### src/rtl/i2c_rx_pkg.sv
// Shared widths, reload constant and edge-detect helpers for the I2C receive datapath.
package i2c_rx_pkg;

    localparam int unsigned DATA_W = 8;
    localparam int unsigned CNT_W  = 7;

    localparam logic [2:0] RI_RELOAD = 3'd7;

    // Current and previous registered sample of a level, used for rising-edge detection.
    typedef struct packed {
        logic cur;
        logic prev;
    } rise_t;

    function automatic logic rose(input rise_t e);
        return e.cur & ~e.prev;
    endfunction

endpackage

### src/rtl/i2c_sync_edge.sv
// Two-flop synchroniser for an asynchronous line, followed by a registered rising-edge detect.
module i2c_sync_edge
    import i2c_rx_pkg::*;
(
    input  logic clk,
    input  logic rst_n,
    input  logic d,
    output logic q,
    output logic rise
);

    logic  meta_q;
    rise_t edge_q;

    // NOTE: sequential state uses non-blocking assignments so every flop samples pre-edge values.
    always_ff @(posedge clk or negedge rst_n) begin
        if (!rst_n) begin
            meta_q      <= 1'b0;
            edge_q.cur  <= 1'b0;
            edge_q.prev <= 1'b0;
        end else begin
            meta_q      <= d;
            edge_q.cur  <= meta_q;
            edge_q.prev <= edge_q.cur;
        end
    end

    assign q    = edge_q.cur;
    assign rise = rose(edge_q);

endmodule

### src/rtl/i2c_rx_datapath.sv
// I2C receive datapath: bit shifting, bit/byte counting, ping-pong byte buffers and host hand-off.
module i2c_rx_datapath
    import i2c_rx_pkg::*;
(
    input  logic              clk,
    input  logic              rst_n,
    input  logic              StartRX,
    input  logic [CNT_W-1:0]  RXLen,
    input  logic              SCLIn,
    input  logic              SDAIn,
    input  logic              LatchRXD0,
    input  logic              LatchRXD1,
    input  logic              DecRXCount,
    input  logic              ValidRXDout,
    output logic              ValidRXDIn,
    output logic [2:0]        RIcount,
    output logic [CNT_W-1:0]  RXcount,
    output logic [DATA_W-1:0] RXD0,
    output logic [DATA_W-1:0] RXD1,
    output logic [DATA_W-1:0] RXData,
    output logic              RXStrobe,
    output logic              Overrun
);

    logic scl_rise;
    logic sda_sync;

    i2c_sync_edge u_scl_sync (
        .clk   (clk),
        .rst_n (rst_n),
        .d     (SCLIn),
        .q     (),
        .rise  (scl_rise)
    );

    i2c_sync_edge u_sda_sync (
        .clk   (clk),
        .rst_n (rst_n),
        .d     (SDAIn),
        .q     (sda_sync),
        .rise  ()
    );

    // Controller strobes are levels; only their registered rising edges act.
    rise_t start_q, lat0_q, lat1_q, dec_q, vout_q;

    always_ff @(posedge clk or negedge rst_n) begin
        if (!rst_n) begin
            start_q <= '0;
            lat0_q  <= '0;
            lat1_q  <= '0;
            dec_q   <= '0;
            vout_q  <= '0;
        end else begin
            start_q <= '{cur: StartRX,     prev: start_q.cur};
            lat0_q  <= '{cur: LatchRXD0,   prev: lat0_q.cur};
            lat1_q  <= '{cur: LatchRXD1,   prev: lat1_q.cur};
            dec_q   <= '{cur: DecRXCount,  prev: dec_q.cur};
            vout_q  <= '{cur: ValidRXDout, prev: vout_q.cur};
        end
    end

    logic start_rise, start_active;
    logic lat0_rise, lat1_rise, dec_rise, vout_rise;

    assign start_rise   = rose(start_q);
    assign start_active = start_q.cur;
    assign lat0_rise    = rose(lat0_q);
    assign lat1_rise    = rose(lat1_q);
    assign dec_rise     = rose(dec_q);
    assign vout_rise    = rose(vout_q);

    logic [DATA_W-1:0] shift_q,   shift_d;
    logic [2:0]        ri_q,      ri_d;
    logic              ack_q,     ack_d;
    logic              valid_q,   valid_d;
    logic              overrun_q, overrun_d;
    logic              sel_q,     sel_d;
    logic [DATA_W-1:0] rxd0_q,    rxd0_d;
    logic [DATA_W-1:0] rxd1_q,    rxd1_d;
    logic [CNT_W-1:0]  rxcount_q, rxcount_d;
    logic [DATA_W-1:0] rxdata_q,  rxdata_d;
    logic              strobe_q,  strobe_d;

    always_comb begin
        // NOTE: every next-state value defaults to its current value first, so no path infers a latch.
        shift_d   = shift_q;
        ri_d      = ri_q;
        ack_d     = ack_q;
        valid_d   = valid_q;
        overrun_d = overrun_q;
        sel_d     = sel_q;
        rxd0_d    = rxd0_q;
        rxd1_d    = rxd1_q;
        rxcount_d = rxcount_q;
        rxdata_d  = rxdata_q;
        strobe_d  = 1'b0;

        if (start_rise) begin
            rxcount_d = RXLen;
            overrun_d = 1'b0;
            valid_d   = 1'b0;
            ack_d     = 1'b0;
            sel_d     = 1'b0;
            ri_d      = RI_RELOAD;
        end else if (!start_active) begin
            ri_d    = RI_RELOAD;
            shift_d = '0;
            ack_d   = 1'b0;
        end else begin
            // Latches capture the pre-sample shift value; a completing byte below overrides the clear.
            if (lat0_rise) begin
                rxd0_d  = shift_q;
                valid_d = 1'b0;
                sel_d   = 1'b0;
            end else if (lat1_rise) begin
                rxd1_d  = shift_q;
                valid_d = 1'b0;
                sel_d   = 1'b1;
            end

            if (dec_rise && (rxcount_q != '0)) begin
                rxcount_d = rxcount_q - CNT_W'(1);
            end

            if (scl_rise) begin
                if (ack_q) begin
                    ack_d = 1'b0;
                end else begin
                    shift_d = {shift_q[DATA_W-2:0], sda_sync};
                    if (ri_q != 3'd0) begin
                        ri_d = ri_q - 3'd1;
                    end else begin
                        ri_d    = RI_RELOAD;
                        ack_d   = 1'b1;
                        valid_d = 1'b1;
                        if (valid_q) begin
                            overrun_d = 1'b1;
                        end
                    end
                end
            end
        end

        if (vout_rise) begin
            rxdata_d = sel_q ? rxd1_q : rxd0_q;
            strobe_d = 1'b1;
        end
    end

    always_ff @(posedge clk or negedge rst_n) begin
        if (!rst_n) begin
            shift_q   <= '0;
            ri_q      <= RI_RELOAD;
            ack_q     <= 1'b0;
            valid_q   <= 1'b0;
            overrun_q <= 1'b0;
            sel_q     <= 1'b0;
            rxd0_q    <= '0;
            rxd1_q    <= '0;
            rxcount_q <= '0;
            rxdata_q  <= '0;
            strobe_q  <= 1'b0;
        end else begin
            shift_q   <= shift_d;
            ri_q      <= ri_d;
            ack_q     <= ack_d;
            valid_q   <= valid_d;
            overrun_q <= overrun_d;
            sel_q     <= sel_d;
            rxd0_q    <= rxd0_d;
            rxd1_q    <= rxd1_d;
            rxcount_q <= rxcount_d;
            rxdata_q  <= rxdata_d;
            strobe_q  <= strobe_d;
        end
    end

    assign ValidRXDIn = valid_q;
    assign RIcount    = ri_q;
    assign RXcount    = rxcount_q;
    assign RXD0       = rxd0_q;
    assign RXD1       = rxd1_q;
    assign RXData     = rxdata_q;
    assign RXStrobe   = strobe_q;
    assign Overrun    = overrun_q;

endmodule

### config.mk
export PLATFORM = sky130hd
export DESIGN_NAME = i2c_rx_datapath
export DESIGN_NICKNAME = d
export VERILOG_FILES = /design/src/rtl/i2c_rx_pkg.sv /design/src/rtl/i2c_sync_edge.sv /design/src/rtl/i2c_rx_datapath.sv
export SDC_FILE = /design/constraint.sdc
export NUM_CORES = 1
export LEC_CHECK = 0
export CORE_AREA = 2 2 110 90
export DETAILED_ROUTE_END_ITERATION = 12
export DIE_AREA = 0 0 112 92
export PLACE_DENSITY = 0.54
export SYNTH_ARGS = -nofsm -noshare
export SYNTH_HDL_FRONTEND = slang
export SYNTH_HIERARCHICAL = 1
export SYNTH_SLANG_ARGS = --single-unit
export TNS_END_PERCENT = 5
### constraint.sdc
create_clock -name clk -period 1.9 [get_ports clk]
set_clock_uncertainty 0.15 [all_clocks]
set_input_delay 0.38 -clock clk [delete_from_list [all_inputs] [get_ports clk]]
set_output_delay 0.38 -clock clk [all_outputs]
set_load 0.02 [all_outputs]
==> results.py <==
metrics = {
    "timing": {
        "max_freq_mhz": 540,
        "setup-tns-final_ns": 0,
        "fin_crit_ns": 1.85,
        "setup_violations": 0,
        "slew_viol_final": 0,
        "worst-slew-pin-transition_ns": 0.550,
        "hold_ws_ns": 0.199,
        "relSlewSlack_pct": 63.4,
        "finalHoldViolCount": 0,
        "timing.final.crit_share_pct": 97.5,
        "rsz0062_at_grt": "false",
    },
    "worst_setup_path": {
        "cp_num_buf_inv": 1,
        "path_max_fanout": 3,
        "endpoint_kind": "primary output",
        "critPathRequiredTime_ns": 1.37,
        "worstSetupStartpointType": "register",
        "cp.arrival_ns": 1.32,
        "crit-reg2reg-launch": "RXcount[0]$_DFFE_PN0P_",
        "slowest_delay_ns": 0.62,
        "path_delay_family": "buffers and inverters",
        "crit_path_top_delay_cell": "clkdlybuf4s50_1",
        "rr_worst_depth": 6,
        "reg2reg_to": "RXcount[2]$_DFFE_PN0P_",
        "r2r_slack_ns": 0.13,
        "path_cells": "clkdlybuf4s50_1",
        "path_class": "reg2out",
    },
    "hold_path": {
        "holdPathEnd": "u_sda_sync/q$_DFF_PN0_",
        "min-delay-path-class": "reg2reg",
        "min_from": "u_sda_sync/meta_q$_DFF_PN0_",
        "hold_depth": 0,
    },
    "final_layout": {
        "drive_gt1_share_pct": 19.0,
        "nets": 298,
        "area_delta_synth_final_pct": 40.4,
        "antennaDiodeCount": 0,
        "final_cell_area_sq_mm": 0.00362,
    },
    "clock_network": {
        "cts_made_buffers": 9,
        "clock_latency_ns": 0.32,
        "root_buffer": "clkbuf_16",
        "clkTransAtPathRegs_ns": 0.05,
        "cts_tree": "done",
        "cts.sinks": 62,
        "htree_levels": 3,
        "cts_buffer_depth": 2,
    },
    "synth": {
        "syn_inst": 216,
        "postSynthAreaPerCell_sq_um": 11.9,
        "syn_area_sq_mm": 0.00258,
        "syn-num-nets": 235,
        "yosysWarnings": 6,
    },
    "grt": {
        "grt_max_degree": 63,
        "grt_pass1_vias": 1810,
        "grtUsageTotal_pct": 11.3,
        "grt_pass1_wl_um": 9160,
        "antenna_found_initial": 0,
        "grt_overflow": 0,
    },
    "power_and_ir_drop": {
        "p_leak_nw": 1.68,
        "power.total_mw": 3.56,
        "power.density_mw_per_mm2": 984,
        "ir_drop_v": 0.000401,
    },
    "run": {
        "max-cap-violations": 0,
    },
    "die": {
        "io_pins": 53,
        "die_area_sq_mm": 0.0103,
        "die_h_um": 92,
        "fp.dieW_um": 112,
        "start_util_pct": 27.5,
        "core_area_sq_mm": 0.00937,
        "rows": 32,
    },
    "placed_design": {
        "placed_area_sq_mm": 0.00328,
        "place.gp.congestion": 0.747,
        "hpwl_um": 3670,
        "port_buffers": 52,
    },
    "drt": {
        "wire_per_inst_um": 13.1,
        "ant_nets": 0,
        "drtIter0Drc": 65,
        "wl_um": 5300,
        "drt-pass1-iter-count": 4,
        "viasPerCell": 4.41,
        "drc": 0,
        "vias": 1777,
    },
    "outcome": {
        "status": "complete, no violations",
    },
}
## per-stage QoR
stage,instances,worst slack (ns),utilization [%]
floorplan,216,0.0437,-
global placement,386,0.171,35.0
detailed placement,386,0.130,35.0
CTS,403,0.000760,38.5
global route,403,0.00695,38.6
finish,403,0.0472,38.6
## area by class of cell
class,instances,area [sq um]
clock inverter,7,103
timing repair buffer,62,613
inverter,7,26.3
sequential,62,1560
clock buffer,9,225
tap,119,149
fill,950,5750
multi-input combinational,137,950
## per-layer routing
layer	GRT usage [%]	up-vias	routed length (um)	part of all wire, %
met5	0	-	0	0
met4	4.27	0	76	1.4
met3	4.30	9	306	5.8
met2	16.4	37	2360	45
met1	15.4	860	2550	48
li1	-	871	-	-
## sequential cells by signal, summed over array words and instances (netlist names), 3 cells and up
name	flops
shift_q	8
RXD0	8
RXData	8
RXcount	7
RXD1	8
RIcount	3
## timing repair
action                     in CTS  in global routing
setup endpoints to repair       6                  6
buffers inserted                0                  0
hold endpoints to repair       59                  0
gates resized for setup         6                  6
hold buffers                    1                  0
## layout by cell type, fill, tap and decap left out, drive strengths merged, types with 2 or more instances in the layout
cell type      instances
or3                    2
dlymetal6s2s           6
nand3                 19
clkbuf                 9
dlygate4sd2            6
inv                   11
clkdlybuf4s50         39
dfrtp                 59
bufinv                 2
a21boi                 8
nor3                   3
ha                     3
nand2b                 5
mux2i                  8
o211ai                 3
o21ai                 18
buf                   10
nor2                   3
o21a                   2
xor2                   3
a21oi                  2
and3b                  2
nor2b                  4
nand2                 29
dfstp                  3
mux2                  16
## report_power, final
| part | total (mW) | switching [mW] | internal (mW) | leakage [nW] |
|---|---|---|---|---|
| clock | 1.77 | 0.604 | 1.16 | 0.157 |
| sequential | 1.44 | 0.0606 | 1.38 | 0.807 |
| combinational | 0.356 | 0.187 | 0.169 | 0.716 |
## worst max-delay path by stage
stage	end	depth (start not counted)	startpoint
5_1_grt	RXD0[3]	1	RXD0[3]$_DFFE_PN0P_
2_1_floorplan	RXcount[2]$_DFFE_PN0P_	6	RXcount[0]$_DFFE_PN0P_
6_report	RXD1[7]	1	RXD1[7]$_DFFE_PN0P_
3_3_place_gp	RXcount[2]$_DFFE_PN0P_	6	RXcount[0]$_DFFE_PN0P_
3_5_place_dp	RXcount[2]$_DFFE_PN0P_	6	RXcount[0]$_DFFE_PN0P_
4_1_cts	RXcount[5]	1	RXcount[5]$_DFFE_PN0P_
(Power assumes the default switching activity.)
